--- src/rtl/usrt_core.sv ---
// Synchronous serial transmitter/receiver pair, one bit per clock, start/LSB-first data/stop framing.
// Define USRT_PARITY_EN to add an even-parity bit between the last data bit and the stop bit.
module usrt_core #(
    parameter int unsigned DATA_BITS = 8
) (
    input  logic                 i_Clock,
    input  logic                 i_Reset,
    input  logic [DATA_BITS-1:0] i_Tx_Byte,
    input  logic                 i_Tx_DV,
    output logic                 o_Tx_Serial,
    output logic                 o_Tx_Active,
    output logic                 o_Tx_Done,
    input  logic                 i_Rx_Serial,
    output logic                 o_Rx_DV,
    output logic [DATA_BITS-1:0] o_Rx_Byte,
    output logic                 o_Rx_Frame_Err
);

    localparam int unsigned IdxW = (DATA_BITS > 1) ? $clog2(DATA_BITS) : 1;
    localparam logic [IdxW-1:0] LastIdx = IdxW'(DATA_BITS - 1);

    typedef enum logic [2:0] {
        TxIdle,
        TxStart,
        TxData,
        TxParity,
        TxStop,
        TxCleanup
    } tx_state_e;

    typedef enum logic [2:0] {
        RxIdle,
        RxData,
        RxParity,
        RxStop,
        RxWaitHigh
    } rx_state_e;

    // ------------------------------------------------------------------ transmitter
    tx_state_e            tx_state_q, tx_state_d;
    logic [DATA_BITS-1:0] tx_data_q, tx_data_d;
    logic [IdxW-1:0]      tx_idx_q, tx_idx_d;
    logic [IdxW-1:0]      tx_idx_nxt;
    logic                 tx_serial_q, tx_serial_d;
    logic                 tx_done_q, tx_done_d;

    assign tx_idx_nxt = tx_idx_q + 1'b1;

    // The line register is loaded with the value for the state being entered,
    // so o_Tx_Serial always lines up with the current state.
    always_comb begin
        tx_state_d  = tx_state_q;
        tx_data_d   = tx_data_q;
        tx_idx_d    = tx_idx_q;
        tx_serial_d = tx_serial_q;
        tx_done_d   = 1'b0;
        unique case (tx_state_q)
            TxIdle: begin
                tx_serial_d = 1'b1;
                if (i_Tx_DV) begin
                    tx_data_d   = i_Tx_Byte;
                    tx_idx_d    = '0;
                    tx_serial_d = 1'b0;
                    tx_state_d  = TxStart;
                end
            end
            TxStart: begin
                tx_idx_d    = '0;
                tx_serial_d = tx_data_q[0];
                tx_state_d  = TxData;
            end
            TxData: begin
                if (tx_idx_q == LastIdx) begin
`ifdef USRT_PARITY_EN
                    tx_serial_d = ^tx_data_q;
                    tx_state_d  = TxParity;
`else
                    tx_serial_d = 1'b1;
                    tx_state_d  = TxStop;
`endif
                end else begin
                    tx_idx_d    = tx_idx_nxt;
                    tx_serial_d = tx_data_q[tx_idx_nxt];
                end
            end
            TxParity: begin
                tx_serial_d = 1'b1;
                tx_state_d  = TxStop;
            end
            TxStop: begin
                tx_serial_d = 1'b1;
                tx_done_d   = 1'b1;
                tx_state_d  = TxCleanup;
            end
            TxCleanup: begin
                tx_serial_d = 1'b1;
                tx_state_d  = TxIdle;
            end
            default: begin
                tx_serial_d = 1'b1;
                tx_state_d  = TxIdle;
            end
        endcase
    end

    always_ff @(posedge i_Clock or posedge i_Reset) begin
        if (i_Reset) begin
            tx_state_q  <= TxIdle;
            tx_data_q   <= '0;
            tx_idx_q    <= '0;
            tx_serial_q <= 1'b1;
            tx_done_q   <= 1'b0;
        end else begin
            tx_state_q  <= tx_state_d;
            tx_data_q   <= tx_data_d;
            tx_idx_q    <= tx_idx_d;
            tx_serial_q <= tx_serial_d;
            tx_done_q   <= tx_done_d;
        end
    end

    assign o_Tx_Serial = tx_serial_q;
    assign o_Tx_Done   = tx_done_q;
    assign o_Tx_Active = (tx_state_q != TxIdle) && (tx_state_q != TxCleanup);

    // ------------------------------------------------------------------ receiver
    rx_state_e            rx_state_q, rx_state_d;
    logic [DATA_BITS-1:0] rx_shift_q, rx_shift_d;
    logic [IdxW-1:0]      rx_idx_q, rx_idx_d;
    logic [DATA_BITS-1:0] rx_byte_q, rx_byte_d;
    logic                 rx_dv_q, rx_dv_d;
    logic                 rx_err_q, rx_err_d;
`ifdef USRT_PARITY_EN
    logic                 rx_par_err_q, rx_par_err_d;
`endif

    always_comb begin
        rx_state_d = rx_state_q;
        rx_shift_d = rx_shift_q;
        rx_idx_d   = rx_idx_q;
        rx_byte_d  = rx_byte_q;
        rx_dv_d    = 1'b0;
        rx_err_d   = 1'b0;
`ifdef USRT_PARITY_EN
        rx_par_err_d = rx_par_err_q;
`endif
        unique case (rx_state_q)
            RxIdle: begin
                if (!i_Rx_Serial) begin
                    rx_idx_d   = '0;
                    rx_state_d = RxData;
                end
            end
            RxData: begin
                rx_shift_d[rx_idx_q] = i_Rx_Serial;
                if (rx_idx_q == LastIdx) begin
`ifdef USRT_PARITY_EN
                    rx_state_d = RxParity;
`else
                    rx_state_d = RxStop;
`endif
                end else begin
                    rx_idx_d = rx_idx_q + 1'b1;
                end
            end
            RxParity: begin
`ifdef USRT_PARITY_EN
                rx_par_err_d = (i_Rx_Serial != ^rx_shift_q);
`endif
                rx_state_d = RxStop;
            end
            RxStop: begin
                if (i_Rx_Serial) begin
`ifdef USRT_PARITY_EN
                    if (rx_par_err_q) begin
                        rx_err_d = 1'b1;
                    end else begin
                        rx_byte_d = rx_shift_q;
                        rx_dv_d   = 1'b1;
                    end
`else
                    rx_byte_d = rx_shift_q;
                    rx_dv_d   = 1'b1;
`endif
                    rx_state_d = RxIdle;
                end else begin
                    // A low stop bit may be a break; wait for the line to recover.
                    rx_err_d   = 1'b1;
                    rx_state_d = RxWaitHigh;
                end
            end
            RxWaitHigh: begin
                if (i_Rx_Serial) begin
                    rx_state_d = RxIdle;
                end
            end
            default: rx_state_d = RxIdle;
        endcase
    end

    always_ff @(posedge i_Clock or posedge i_Reset) begin
        if (i_Reset) begin
            rx_state_q <= RxIdle;
            rx_shift_q <= '0;
            rx_idx_q   <= '0;
            rx_byte_q  <= '0;
            rx_dv_q    <= 1'b0;
            rx_err_q   <= 1'b0;
        end else begin
            rx_state_q <= rx_state_d;
            rx_shift_q <= rx_shift_d;
            rx_idx_q   <= rx_idx_d;
            rx_byte_q  <= rx_byte_d;
            rx_dv_q    <= rx_dv_d;
            rx_err_q   <= rx_err_d;
        end
    end

`ifdef USRT_PARITY_EN
    always_ff @(posedge i_Clock or posedge i_Reset) begin
        if (i_Reset) begin
            rx_par_err_q <= 1'b0;
        end else begin
            rx_par_err_q <= rx_par_err_d;
        end
    end
`endif

    assign o_Rx_DV        = rx_dv_q;
    assign o_Rx_Byte      = rx_byte_q;
    assign o_Rx_Frame_Err = rx_err_q;

endmodule

--- config.mk ---
export PLATFORM = sky130hd
export DESIGN_NAME = usrt_core
export DESIGN_NICKNAME = d
export VERILOG_FILES = /design/src/rtl/usrt_core.sv
export SDC_FILE = /design/constraint.sdc
export NUM_CORES = 1
export LEC_CHECK = 0
export ABC_AREA = 1
export ABC_CLOCK_PERIOD_IN_PS = 1700
export BUFFER_PORTS_ARGS = -buffer_cell sky130_fd_sc_hd__clkbuf_2
export CORE_ASPECT_RATIO = 2
export CORE_MARGIN = 2
export CORE_UTILIZATION = 59
export CTS_BUF_LIST = sky130_fd_sc_hd__clkbuf_4
export CTS_CLUSTER_SIZE = 14
export DETAILED_ROUTE_END_ITERATION = 6
export PLACE_DENSITY_LB_ADDON = 0.12
export SYNTH_ARGS = -nofsm -noshare
export SYNTH_HDL_FRONTEND = slang
export SYNTH_SLANG_ARGS = --single-unit
--- constraint.sdc ---
create_clock -name i_Clock -period 1.7 [get_ports i_Clock]
set_clock_uncertainty 0.05 [all_clocks]
set_input_delay 0.255 -clock i_Clock [delete_from_list [all_inputs] [get_ports i_Clock]]
set_output_delay 0.255 -clock i_Clock [all_outputs]
set_load 0.01 [all_outputs]
* Word-level counts from Yosys, hierarchy flattened
Index checks and enable logic that the tools add are counted.
Cells by class: $add $sub $neg 2, magnitude comparators 3, equal/unequal tests 18, mux-type cells 27, reduce and logical (&&, ||, !) cells 13
Operators by type and width (count):
- 2-to-1 mux 3 bit | 10
- case mux 3 bit (5 select lines) | 2
- inequality test 2 bit (second input constant) | 7
- equality test 3 x 2 -> 1 bit (second input constant) | 4
- equality test 3 bit (second input constant) | 4
- 2-to-1 mux 1 bit | 9
- case mux 3 bit (3 select lines) | 1
- AND reduction 3 bit | 3
- bitwise mux 8 bit | 1
- < comparator 3 x 4 -> 1 bit (second input constant) | 2
- adder 3 x 1 -> 3 bit (second input constant) | 2
- equality test 3 x 1 -> 1 bit (second input constant) | 2
- logical NOT 3 bit | 2
- case mux 3 bit (2 select lines) | 1
- AND reduction 2 bit | 3
- nonzero test 3 bit | 2
- binary-select mux 1 bit (select 3 bit) | 1
- demux 1 bit (select 3 bit) | 1
- greater-or-equal comparator 3 x 1 -> 1 bit (second input constant) | 1
- inequality test 3 bit (second input constant) | 1
- case mux 1 bit (3 select lines) | 1
- logical AND 1 bit | 2
- nonzero test 2 bit | 1
Storage, ports and cells: bits in registers 40, input port bits 12, output and inout port bits 13, word-level logic and storage cells 74

* Longest topological paths before layout
Gate-level depths: netlist of run 1.
word-level depth 5, mapped depth 8, mapped depth without buffers 8

* Least setup slack after synthesis of run 1
No wires, ideal clock.
path type flip-flop to flip-flop, start point register tx_idx_q[0], end point register tx_serial_q (netlist: o_Tx_Serial), library setup time 0.080 ns, arrival time 1.284 ns, required time 1.570 ns, path slack 0.286 ns, cell stages (with the launch flop) 9, path buffers 0, clock period less this slack 1.414 ns, path through dfrtp_1 -> ha_1 -> ha_1 -> inv_1 -> nand3_1 -> nand3b_1 -> nand3_1 -> nand2_1 -> nand2_1
On the way: word-level cells in the longest chain between the ends 5, elaborated cells between the ends (all ways) 6, classes of those cells add/sub: 1; eq/ne: 1; mux: 4
RTL lines:
- from (decl) | line 42 | logic [IdxW-1:0] tx_idx_q, tx_idx_d;
- from (signal assigned) | line 116 | tx_idx_q <= tx_idx_d;
- adder 3 x 1 -> 3 bit | line 47 | assign tx_idx_nxt = tx_idx_q + 1'b1;
- binary-select mux 1 bit (select 3 bit) | line 83 | tx_serial_d = tx_data_q[tx_idx_nxt];
- 2-to-1 mux 1 bit (not written as such) | line 83
- 2-to-1 mux 1 bit (*) | line 73 | if (tx_idx_q == LastIdx) begin
- case mux 1 bit (3 select lines) (*) | line 57 | unique case (tx_state_q)
- net tx_serial_d | line 44 | logic tx_serial_q, tx_serial_d;
- to (signal assigned) | line 117 | tx_serial_q <= tx_serial_d;
- to (decl) | line 44
The timed path passes the listed nets; every way through them passes the cells marked *. The select of a mux whose other input is x is not followed. A chain may end at the register's enable or synchronous reset.

* Worst setup path after layout of run 1
start point register tx_state_q[0], end point output port o_Tx_Active
On the way: word-level cells in the longest chain between the ends 2, elaborated cells between the ends (all ways) 3, classes of those cells eq/ne: 1; reduce/logical: 2
RTL lines:
- from (decl) | line 40 | tx_state_e tx_state_q, tx_state_d;
- from (signal assigned) | line 108 | tx_state_q <= TxIdle;
- from (signal assigned) | line 114 | tx_state_q <= tx_state_d;
- inequality test 3 bit / nonzero test 3 bit (equally long branches) | line 124 | assign o_Tx_Active = (tx_state_q != TxIdle) && (tx_state_q != TxCleanup);
- logical AND 1 bit (*) | line 124
- to (decl) | line 11 | output logic o_Tx_Active,
Mark *: on every way between the ends. The rest lies on a longest branch, timed or not.

==> summary.txt, run 1 <==
Power and ir drop
  – Internal cell power: 2400 µW
  – Psw: 1573 µW
  – Leakage Power: 0.001129 µW
  – Tot Pwr: 3973 µW
  – Pwr dens: 1878 nW/µm²
  – Max VDD drop: 1.395 mV
  – Clk pwr share: 0.196
  – Sw frac: 0.3959
  – Combinational power share: 0.391
  – Seq pwr share: 0.414

Placement
  – Total placed instance area: 1988 µm²
  – PortBufs: 24
  – Hpwl dp: 2837 µm
  – Pre-CTS WS: 0.1716 ns
  – GPL Wtd Cong: 0.8717

Critical path
  – Max FO, Critical Path: 9
  – Critical Path Start: tx_state_q[0]
  – Worst-case reg-to-reg path depth: 8
  – Critical path launch point type: flip-flop
  – Arr. time, crit path: 1.33 ns
  – Worst path required time: 1.39 ns
  – Worst setup endpoint: o_Tx_Active
  – RR Endpoint: o_Tx_Serial
  – FF-to-FF setup slack: 0.12 ns
  – Crit Path Class: flip-flop to output port
  – Setup crit end kind: output port
  – Worst r2r src: tx_idx_q[0]

Clock network
  – Htree depth: 2
  – CTS tree: built
  – Clock Path Buffers: 2
  – Reg clk slew, reported paths: 0.12 ns
  – Clock root buffer: clkbuf_4
  – Clk Latency, worst-skew pair: 0.35 ns
  – Clk sinks: 40
  – CTS buffer count: 5

Floorplan
  – Die height: 82.80 µm
  – Initial Utilization: 0.6151
  – I/O pin count: 25
  – Core ar.: 2978 µm²
  – Site Rows: 28
  – Die width: 43.40 µm
  – DIE AREA: 3594 µm²

Logic synthesis
  – Syn nets: 234
  – Yosys warning count: 0
  – Leading area contributor after synthesis: dfrtp_1
  – Post-synth EDFFs: 0
  – Average size of a mapped cell: 8.403 µm²
  – Top_reg_cell synth: dfrtp_1
  – Commonest cells post-synth: nand2_1, dfrtp_1, nand3_1
  – Count leader, synth: nand2_1
  – Synth cell types: 21
  – Cell area after synthesis: 1832 µm²
  – FF+latch count, synth: 40
  – Post-Syn Instances: 218
  – Async SR Flop Fraction: 1.000
  – Synth top area cells: dfrtp_1, nand2_1, nand3_1
  – Post-synthesis sequential area ratio: 0.5471
  – Yosys top cell area share: 0.5328

Cells and area
  – Util after Layout: 0.7105
  – Layout cell share with drive strength beyond 1: 0.2143
  – Finished Cell Area: 2116 µm²
  – # diodes: 0
  – Area grow syn2layout: 15.51%
  – Total Nets Final: 267
  – Layout fillers: 244
  – Storage element area: 1002 µm²
  – Multi-input gate area: 725.7 µm²

STA
  – Finish-stage setup viols: 0
  – Tcrit/Tclk final: 0.9606
  – Final Hold Slack: 0.07576 ns
  – Tmin final: 1.633 ns
  – Final Worst Setup Slack: 0.06702 ns
  – Max Slew Vio Count: 0
  – Worst-Margin Slew: 0.4747 ns
  – Relative slew slack: 0.6836
  – Highest clock rate: 0.6124 GHz
  – Final Hold Viols: 0

Global routing
  – Vias in the first global route: 1,556
  – Initial antenna violation count: 0
  – Largest net degree at the start of global routing: 41
  – Gr ovfl total: 0
  – GR Util All Layers: 0.2546
  – First-pass GRT wire length: 6941 µm

Drt
  – Vias: 1,491
  – Iter 0 DRT Violations: 38
  – Per-cell routed wire length: 13.19 µm
  – Vias per inst: 5.287
  – Final ANT Viol Nets: 0
  – WL final: 3719 µm
  – Drt pass-1 iters: 5
  – DRC errors left: 0

Worst hold path
  – Hold WC Path Type: input pin to flip-flop

Job
  – Max capacitance violation total: 0

Status
  – Status: finished clean
## per-stage QoR
step	instances	TNS (ns)
finish	282	0
global route	282	-0.005406
CTS	281	0
detailed placement	272	0
global placement	272	0
floorplan	218	0
## final cells by class
| cell class | count | share of cell area |
|---|---|---|
| inverter | 24 | 0.04376 |
| multi-input combinational | 152 | 0.3430 |
| tap | 30 | 0.01774 |
| clock inverter | 2 | 0.02839 |
| clock buffer | 6 | 0.02129 |
| sequential | 40 | 0.4737 |
| timing repair buffer | 28 | 0.07215 |
## cells by family after synthesis
family / count (synthesis) / synth area share
buffers and inverters: 26 / 0.05806
adders and majority gates: 4 / 0.02732
and+or+nand+nor: 124 / 0.2964
AOI/OAI and AO/OA: 24 / 0.07104
DFF: 40 / 0.5471
## power by group through the flow
stage | sequential (µW) | clock [µW] | combinational (µW)
final | 1640 | 777 | 1550
after global placement | 1650 | 0 | 1480
after global routing | 1690 | 830 | 1810
after detailed placement | 1670 | 0 | 1530
after floorplan | 1660 | 0 | 1050
after CTS | 1650 | 792 | 1550
## worst min path at each step
stage / start / end / slack [ns] / cells after the start
after floorplan: i_Rx_Serial / o_Rx_Frame_Err / 0.27 / 1
after global placement: i_Reset / o_Rx_DV / 0.33 / 3
after detailed placement: i_Reset / tx_state_q[1] / 0.33 / 3
after CTS: i_Tx_Byte[1] / tx_data_q[1] / 0.06 / 3
after global routing: i_Tx_Byte[3] / tx_data_q[3] / 0.07 / 3
final: i_Tx_Byte[3] / tx_data_q[3] / 0.08 / 3
## cells in the final DEF (no fill, tap or decap), types with 2 or more instances in the layout
master     instances
clkbuf_4           6
nand3_1           21
ha_1               4
o21ai_1            2
nor2_1            16
o22ai_1            2
nor3_1             2
inv_2              4
nand2_2            7
bufinv_16          2
dfrtp_1           39
clkbuf_2          24
o21ai_0           16
o21ai_2            2
inv_1             19
buf_4              3
a21oi_1            2
nand2_1           73
## metal layers
layer | GRT usage | routed length (µm) | vias up
li1 | - | - | 760
met1 | 0.2700 | 1337 | 697
met2 | 0.4600 | 2208 | 26
met3 | 0.04783 | 83 | 8
met4 | 0.1129 | 89 | 0
met5 | 0 | 0 | -
## critical path, cell delays in order (launching register included)
cell	delay (ns)
dfrtp_1	0.44
nor2_2	0.15
nand2_2	0.10
inv_4	0.11
nor2_1	0.05
clkbuf_2	0.12
## what timing repair did
action | CTS | global route
buffers inserted | 0 | 1
gates resized for setup | 1 | 1
setup endpoints to repair | 1 | 1
hold buffers | 1 | 0
endpoints found under the hold margin | 39 | 0
## state kept, by name, summed over array words and instances, names as in the netlist
name	flops
o_Tx_Serial	1
o_Rx_Frame_Err	1
tx_state_q	3
o_Rx_DV	1
rx_idx_q	3
o_Tx_Done	1
o_Rx_Byte	8
tx_idx_q	3
tx_data_q	8
rx_shift_q	8
rx_state_q	3
(Power assumes the default switching activity.)
==> run 2, diff against run 1 <==
- HOLD_SLACK_MARGIN: default -> 0.08
==> run 2 against run 1 <==
  * Cell area increased by 2.4%
  * First-iteration DRC count increased by 5.3%
  * Register-to-register slack about the same
  * Utilization increased by 1.7 points
  * Worst setup slack improved by 0.0028 ns
  * Die area unchanged
  * Critical path type unchanged
==> summary.txt, run 2 (synthesis results as in run 1) <==
Drt
  – Iter 0 DRT Violations: 40 (+5.3%)
  – Drt pass-1 iters: 4 (-1)
  – DRC errors left: 0 (unchanged)
  – Final ANT Viol Nets: 0 (unchanged)
  – Vias: 1,510 (+1.3%)
  – Per-cell routed wire length: 13.54 µm (+2.7%)
  – WL final: 3887 µm (+4.5%)
  – Vias per inst: 5.261 (-0.49%)

Global routing
  – Initial antenna violation count: 0 (unchanged)
  – GR Util All Layers: 0.2611 (+0.006539)
  – Largest net degree at the start of global routing: 41 (unchanged)
  – Vias in the first global route: 1,555 (-0.064%)
  – First-pass GRT wire length: 7065 µm (+1.8%)
  – Gr ovfl total: 0 (unchanged)

Placement
  – Total placed instance area: 1988 µm² (unchanged)
  – Pre-CTS WS: 0.1716 ns (unchanged)
  – GPL Wtd Cong: 0.8717 (unchanged)
  – Hpwl dp: 2837 µm (unchanged)
  – PortBufs: 24 (unchanged)
  – Post-Place Cells: 272 (unchanged)

STA
  – Tmin final: 1.630 ns (-0.002778 ns)
  – Relative slew slack: 0.6777 (-0.005813)
  – Finish-stage setup viols: 0 (unchanged)
  – Max Slew Vio Count: 0 (unchanged)
  – Final Worst Setup Slack: 0.06980 ns (+0.002778 ns)
  – Final Hold Viols: 0 (unchanged)
  – Final Hold Slack: 0.09633 ns (+0.02057 ns)
  – Highest clock rate: 0.6134 GHz (+0.17%)
  – Worst-Margin Slew: 0.4834 ns (+0.008719 ns)
  – Tcrit/Tclk final: 0.9589 (-0.001634)

Critical path
  – Largest stage delay on the critical path: 0.44 ns (about the same)
  – Crit Path Class: flip-flop to output port
  – Slowest CP cell: dfrtp_1
  – Critical path launch point type: flip-flop
  – Worst r2r src: tx_idx_q[0]
  – Setup crit end kind: output port
  – RR Endpoint: o_Tx_Serial
  – Worst-case reg-to-reg path depth: 8 (unchanged)
  – Worst path required time: 1.39 ns (about the same)
  – Cell chain of the critical path: nor2_2, nand2_2, inv_4, nor2_1, clkbuf_2
  – Arr. time, crit path: 1.33 ns (about the same)
  – FF-to-FF setup slack: 0.11 ns (about the same)
  – Max FO, Critical Path: 9 (unchanged)

Power and ir drop
  – Pwr dens: 1839 nW/µm² (-2.1%)
  – Max VDD drop: 1.394 mV (about the same)
  – Tot Pwr: 3982 µW (+0.23%)
  – Leakage Power: 0.001150 µW (+1.8%)

Floorplan
  – Core ar.: 2978 µm² (unchanged)
  – Site Rows: 28 (unchanged)
  – Die width: 43.40 µm (unchanged)
  – Initial Utilization: 0.6151 (unchanged)
  – I/O pin count: 25 (unchanged)
  – DIE AREA: 3594 µm² (unchanged)
  – Die height: 82.80 µm (unchanged)

Cells and area
  – Layout fillers: 238 (-2.5%)
  – Area grow syn2layout: 18.24%
  – # diodes: 0 (unchanged)
  – Total Nets Final: 272 (+1.9%)
  – Finished Cell Area: 2166 µm² (+2.4%)
  – Most common cell after layout, fill and taps aside: nand2_1
  – Most frequent cells in the layout: nand2_1, dfrtp_1, clkbuf_2, nand3_1, inv_1
  – Layout cell share with drive strength beyond 1: 0.2101 (-0.004169)
  – Storage element area: 1002 µm² (unchanged)
  – Multi-input gate area: 725.7 µm² (unchanged)
  – Fin cells: 287 (+1.8%)

Clock network
  – CTS buffer count: 5 (unchanged)
  – CTS tree: built
  – Clock Path Buffers: 2 (unchanged)
  – Clk Latency, worst-skew pair: 0.35 ns (about the same)
  – Clk sinks: 40 (unchanged)
  – Clock root buffer: clkbuf_4
  – Htree depth: 2 (unchanged)
  – Reg clk slew, reported paths: 0.12 ns (about the same)

Worst hold path
  – Hold WC Path Type: input pin to flip-flop
  – Min-Delay Startpoint: i_Tx_Byte[0]
  – Hold depth: 3 (unchanged)
  – Hold Path Sink: tx_data_q[0]

Status
  – Status: finished clean

Job
  – Max capacitance violation total: 0 (unchanged)
[run 2: worst max path at each step]
stage	to	depth (start not counted)	slack, ns	startpoint
3_5_place_dp	o_Tx_Serial	8	0.17	tx_idx_q[0]
3_3_place_gp	o_Tx_Serial	8	0.22	tx_idx_q[0]
5_1_grt	o_Tx_Active	5	-0.005	tx_state_q[0]
6_report	o_Tx_Active	5	0.07	tx_state_q[0]
4_1_cts	o_Tx_Active	5	0.02	tx_state_q[0]
2_1_floorplan	o_Tx_Serial	8	0.29	tx_idx_q[0]
[run 2: worst max-delay path, delay by kind of cell (launching register included)]
| family | cells | cell delay (ns) |
|---|---|---|
| buffers and inverters | 2 | 0.23 |
| DFF | 1 | 0.44 |
| and+or+nand+nor | 3 | 0.30 |
[run 2: cell type report]
type                       instances  area share
sequential                        40      0.4627
multi-input combinational        152      0.3351
timing repair buffer              33     0.09359
inverter                          24     0.04275
clock inverter                     2     0.02773
clock buffer                       6     0.02080
tap                               30     0.01733
[run 2: timing repair]
action,CTS,global route
setup buffers,0,1
pin swaps,0,0
resized for setup,1,1
hold buffers,6,0
hold endpoints to repair,44,0
setup endpoints to repair,1,1
[run 2: layer usage]
metal | wire length (µm) | global-route usage | share of wire
met5 | 0 | 0 | 0
met4 | 116 | 0.1240 | 0.030
met2 | 2299 | 0.4559 | 0.59
met3 | 80 | 0.04783 | 0.021
met1 | 1390 | 0.2908 | 0.36
[run 2: metrics by stage]
stage / TNS, ns / utilization
finish: 0 / 0.7273
CTS: 0 / 0.7240
global route: -0.004888 / 0.7273
floorplan: 0 / -
detailed placement: 0 / 0.6676
global placement: 0 / 0.6676
[run 2: report_power, final]
part / total, µW / switching [µW] / internal, µW
sequential: 1640 / 282 / 1360
clock: 776 / 301 / 475
combinational: 1560 / 991 / 572
total: 3980 / 1570 / 2410
==> run 3, diff against run 2 <==
- ABC_AREA: 1 -> default
- BUFFER_PORTS_ARGS: -buffer_cell sky130_fd_sc_hd__clkbuf_2 -> default
- CORE_UTILIZATION: 59 -> 60
- DONT_BUFFER_PORTS: default -> 1
==> run 3 against run 2 <==
  * The flow now finishes with violations (setup timing)
  * Combinational power about the same
  * Clock power shrank 20%
  * First-iteration DRC count down 63%
  * Routed wire length down 11%
  * Total power is 0.64% lower
  * Critical path depth is the same
  * Maximum frequency down 9.3%
  * Cell area shrank 0.17%
  * Synthesized cell count fell by 33%
  * Die area increased by 0.95%
  * Worst setup slack got worse by 0.17 ns
==> summary.txt, run 3 <==
Clock network
  – Clock root buffer: clkbuf_4
  – CTS buffer count: 5 (unchanged)
  – CTS tree: built
  – Clk sinks: 40 (unchanged)
  – Htree depth: 2 (unchanged)
  – Clock Path Buffers: 2 (unchanged)
  – Clk Latency, worst-skew pair: 0.34 ns (about the same)
  – Reg clk slew, reported paths: 0.11 ns (about the same)

Logic synthesis
  – Top_reg_cell synth: dfrtp_1
  – Async SR Flop Fraction: 1.000 (unchanged)
  – Yosys top cell area share: 0.5186 (-0.01417)
  – FF+latch count, synth: 40 (unchanged)
  – Count leader, synth: dfrtp_1
  – Synth cell types: 35 (+67%)
  – Syn nets: 162 (-31%)
  – Yosys warning count: 0 (unchanged)
  – Commonest cells post-synth: dfrtp_1, mux2_2, nand2_1
  – Post-synthesis sequential area ratio: 0.5326 (-0.01455)
  – Cell area after synthesis: 1882 µm² (+2.7%)
  – Average size of a mapped cell: 12.89 µm² (+53%)
  – Synth top area cells: dfrtp_1, mux2_2, mux2i_1
  – Post-Syn Instances: 146 (-33%)
  – Post-synth EDFFs: 0 (unchanged)
  – Leading area contributor after synthesis: dfrtp_1

Critical path
  – Cell chain of the critical path: ha_2, ha_4, or3b_4, a21oi_4, mux2_4
  – Worst path required time: 1.89 ns (+0.50 ns)
  – Max FO, Critical Path: 2 (-7)
  – Slowest CP cell: dfrtp_1
  – Worst-case reg-to-reg path depth: 5 (-3)
  – Largest stage delay on the critical path: 0.41 ns (-0.03 ns)
  – Critical Path Start: tx_idx_q[1]
  – Worst setup endpoint: tx_idx_q[0]
  – Crit Path Class: flip-flop to flip-flop
  – Worst r2r src: tx_idx_q[1]
  – Setup crit end kind: flip-flop
  – RR Endpoint: tx_idx_q[0]
  – Critical path launch point type: flip-flop
  – FF-to-FF setup slack: -0.1 ns (-0.21 ns)
  – Arr. time, crit path: 1.99 ns (+0.66 ns)

Drt
  – Vias: 1,145 (-24%)
  – Iter 0 DRT Violations: 15 (-63%)
  – DRC errors left: 0 (unchanged)
  – Per-cell routed wire length: 17.46 µm (+29%)
  – Drt pass-1 iters: 4 (unchanged)
  – WL final: 3440 µm (-11%)
  – Vias per inst: 5.812 (+10%)
  – Final ANT Viol Nets: 0 (unchanged)

Cells and area
  – Layout fillers: 217 (-8.8%)
  – Util after Layout: 0.7261 (-0.001261)
  – Most frequent cells in the layout: dfrtp_1, mux2_2, nand2_1, dlygate4sd3_1, buf_4
  – Area grow syn2layout: 14.89%
  – Most common cell after layout, fill and taps aside: dfrtp_1
  – Layout cell share with drive strength beyond 1: 0.3234 (+0.1132)
  – Total Nets Final: 182 (-33%)
  – # diodes: 0 (unchanged)
  – Finished Cell Area: 2162 µm² (-0.17%)

STA
  – Final Hold Slack: 0.1623 ns (+0.06593 ns)
  – Max Slew Vio Count: 0 (unchanged)
  – Relative slew slack: 0.5999 (-0.07785)
  – Worst-Margin Slew: 0.5995 ns (+0.1161 ns)
  – Highest clock rate: 0.5561 GHz (-9.3%)
  – Finish-stage setup viols: 3 (+3)
  – Tmin final: 1.798 ns (+0.1679 ns)
  – Post-route setup TNS: -0.2210 ns (-0.2210 ns)
  – Tcrit/Tclk final: 1.058 (+0.09877)
  – RSZ-0062 raised after global routing: yes
  – Final Worst Setup Slack: -0.09812 ns (-0.1679 ns)
  – Final Hold Viols: 0 (unchanged)

Power and ir drop
  – Max VDD drop: 1.084 mV (-22%)
  – Tot Pwr: 3957 µW (-0.64%)
  – Pwr dens: 1830 nW/µm² (-0.46%)
  – Leakage Power: 0.0009779 µW (-15%)

Global routing
  – Vias in the first global route: 1,274 (-18%)
  – Largest net degree at the start of global routing: 28 (-32%)
  – GR Util All Layers: 0.2165 (-0.04461)
  – First-pass GRT wire length: 5816 µm (-18%)
  – Gr ovfl total: 0 (unchanged)
  – Initial antenna violation count: 0 (unchanged)

Placement
  – Total placed instance area: 1957 µm² (-1.6%)
  – PortBufs: 0 (-100%)
  – GPL Wtd Cong: 0.8169 (-6.3%)
  – Hpwl dp: 2527 µm (-11%)

Floorplan
  – Initial Utilization: 0.6319 (+0.01681)
  – Die height: 83.20 µm (+0.48%)
  – Die width: 43.60 µm (+0.46%)
  – Core ar.: 2978 µm² (unchanged)
  – DIE AREA: 3628 µm² (+0.95%)
  – I/O pin count: 25 (unchanged)
  – Site Rows: 28 (unchanged)

Worst hold path
  – Hold WC Path Type: input pin to flip-flop

Status
  – Failing checks: setup timing
  – Status: finished, violations left

Job
  – Max capacitance violation total: 0 (unchanged)
[run 3: changes by cell type in the layout (fill, tap and decap cells not counted), sizes merged, moves of 12 or more]
cell    before  now
o21ai       20    0
clkbuf      30    6
nor2        18    6
inv         24    5
nand3       22    2
nand2       80   11
mux2         0   29
[run 3: worst min path at each step]
stage / from / end / cells past startpoint
final: i_Tx_DV / o_Tx_Serial / 3
after global placement: i_Reset / o_Rx_DV / 1
after CTS: i_Tx_DV / o_Tx_Serial / 3
after floorplan: i_Rx_Serial / rx_shift_q[7] / 1
after global routing: i_Rx_Serial / o_Rx_DV / 2
after detailed placement: i_Reset / o_Rx_DV / 1
[run 3: layout make-up]
cell class,instances,area [µm²],share of cell area
inverters,5,18.77,0.008681
flip-flops and latches,40,1002,0.4635
clock inverters,2,35.03,0.01620
well taps,30,37.54,0.01736
repair buffers,20,190.2,0.08796
multi-input cells,94,833.3,0.3854
clock buffers,6,45.04,0.02083
[run 3: stage by stage]
| stage | cells | worst slack [ns] |
|---|---|---|
| after floorplan | 146 | -0.07736 |
| after global placement | 178 | -0.04131 |
| after detailed placement | 178 | -0.1238 |
| after CTS | 197 | -0.1300 |
| after global routing | 197 | -0.1468 |
| final | 197 | -0.09812 |
[run 3: logic make-up (layout without fill, tap and decap cells)]
| kind of cell | Yosys count | in the layout | synth area share |
|---|---|---|---|
| adders and majority gates | 4 | 4 | 0.02660 |
| DFF | 40 | 40 | 0.5326 |
| and+or+nand+nor | 42 | 42 | 0.1476 |
| AOI/OAI and AO/OA | 12 | 12 | 0.04854 |
| xor gates and xnor gates | 1 | 1 | 0.004655 |
| muxes | 35 | 35 | 0.2074 |
| buffers and inverters | 12 | 33 | 0.03258 |
[run 3: critical path: cells and delay by family, from the launching register on]
kind | cells | cell delay (ns)
compound gates | 1 | 0.15
mux | 1 | 0.31
fa+ha+maj | 2 | 0.37
simple gates | 1 | 0.41
flops | 1 | 0.41
[run 3: what timing repair did]
action,4_1_cts,5_1_grt
endpoints found under the hold margin,32,0
endpoints found under the setup margin,3,3
pin swaps,3,1
gates resized for setup,3,0
hold buffers,11,0
buffers inserted,0,0
[run 3: power breakdown]
part | leakage (µW) | internal [µW] | switching, µW | total [µW]
logic | 0.000439 | 916 | 621 | 1540
clock network | 0.0000456 | 324 | 299 | 624
registers | 0.000493 | 1380 | 412 | 1800
total | 0.000978 | 2620 | 1330 | 3960
[run 3: per-layer routing]
metal,up-vias,global-route usage,routed length (µm)
met1,572,0.2138,1227
met3,7,0.06087,120
met2,17,0.3904,2021
li1,549,-,-
met4,0,0.09642,70
met5,-,0,0
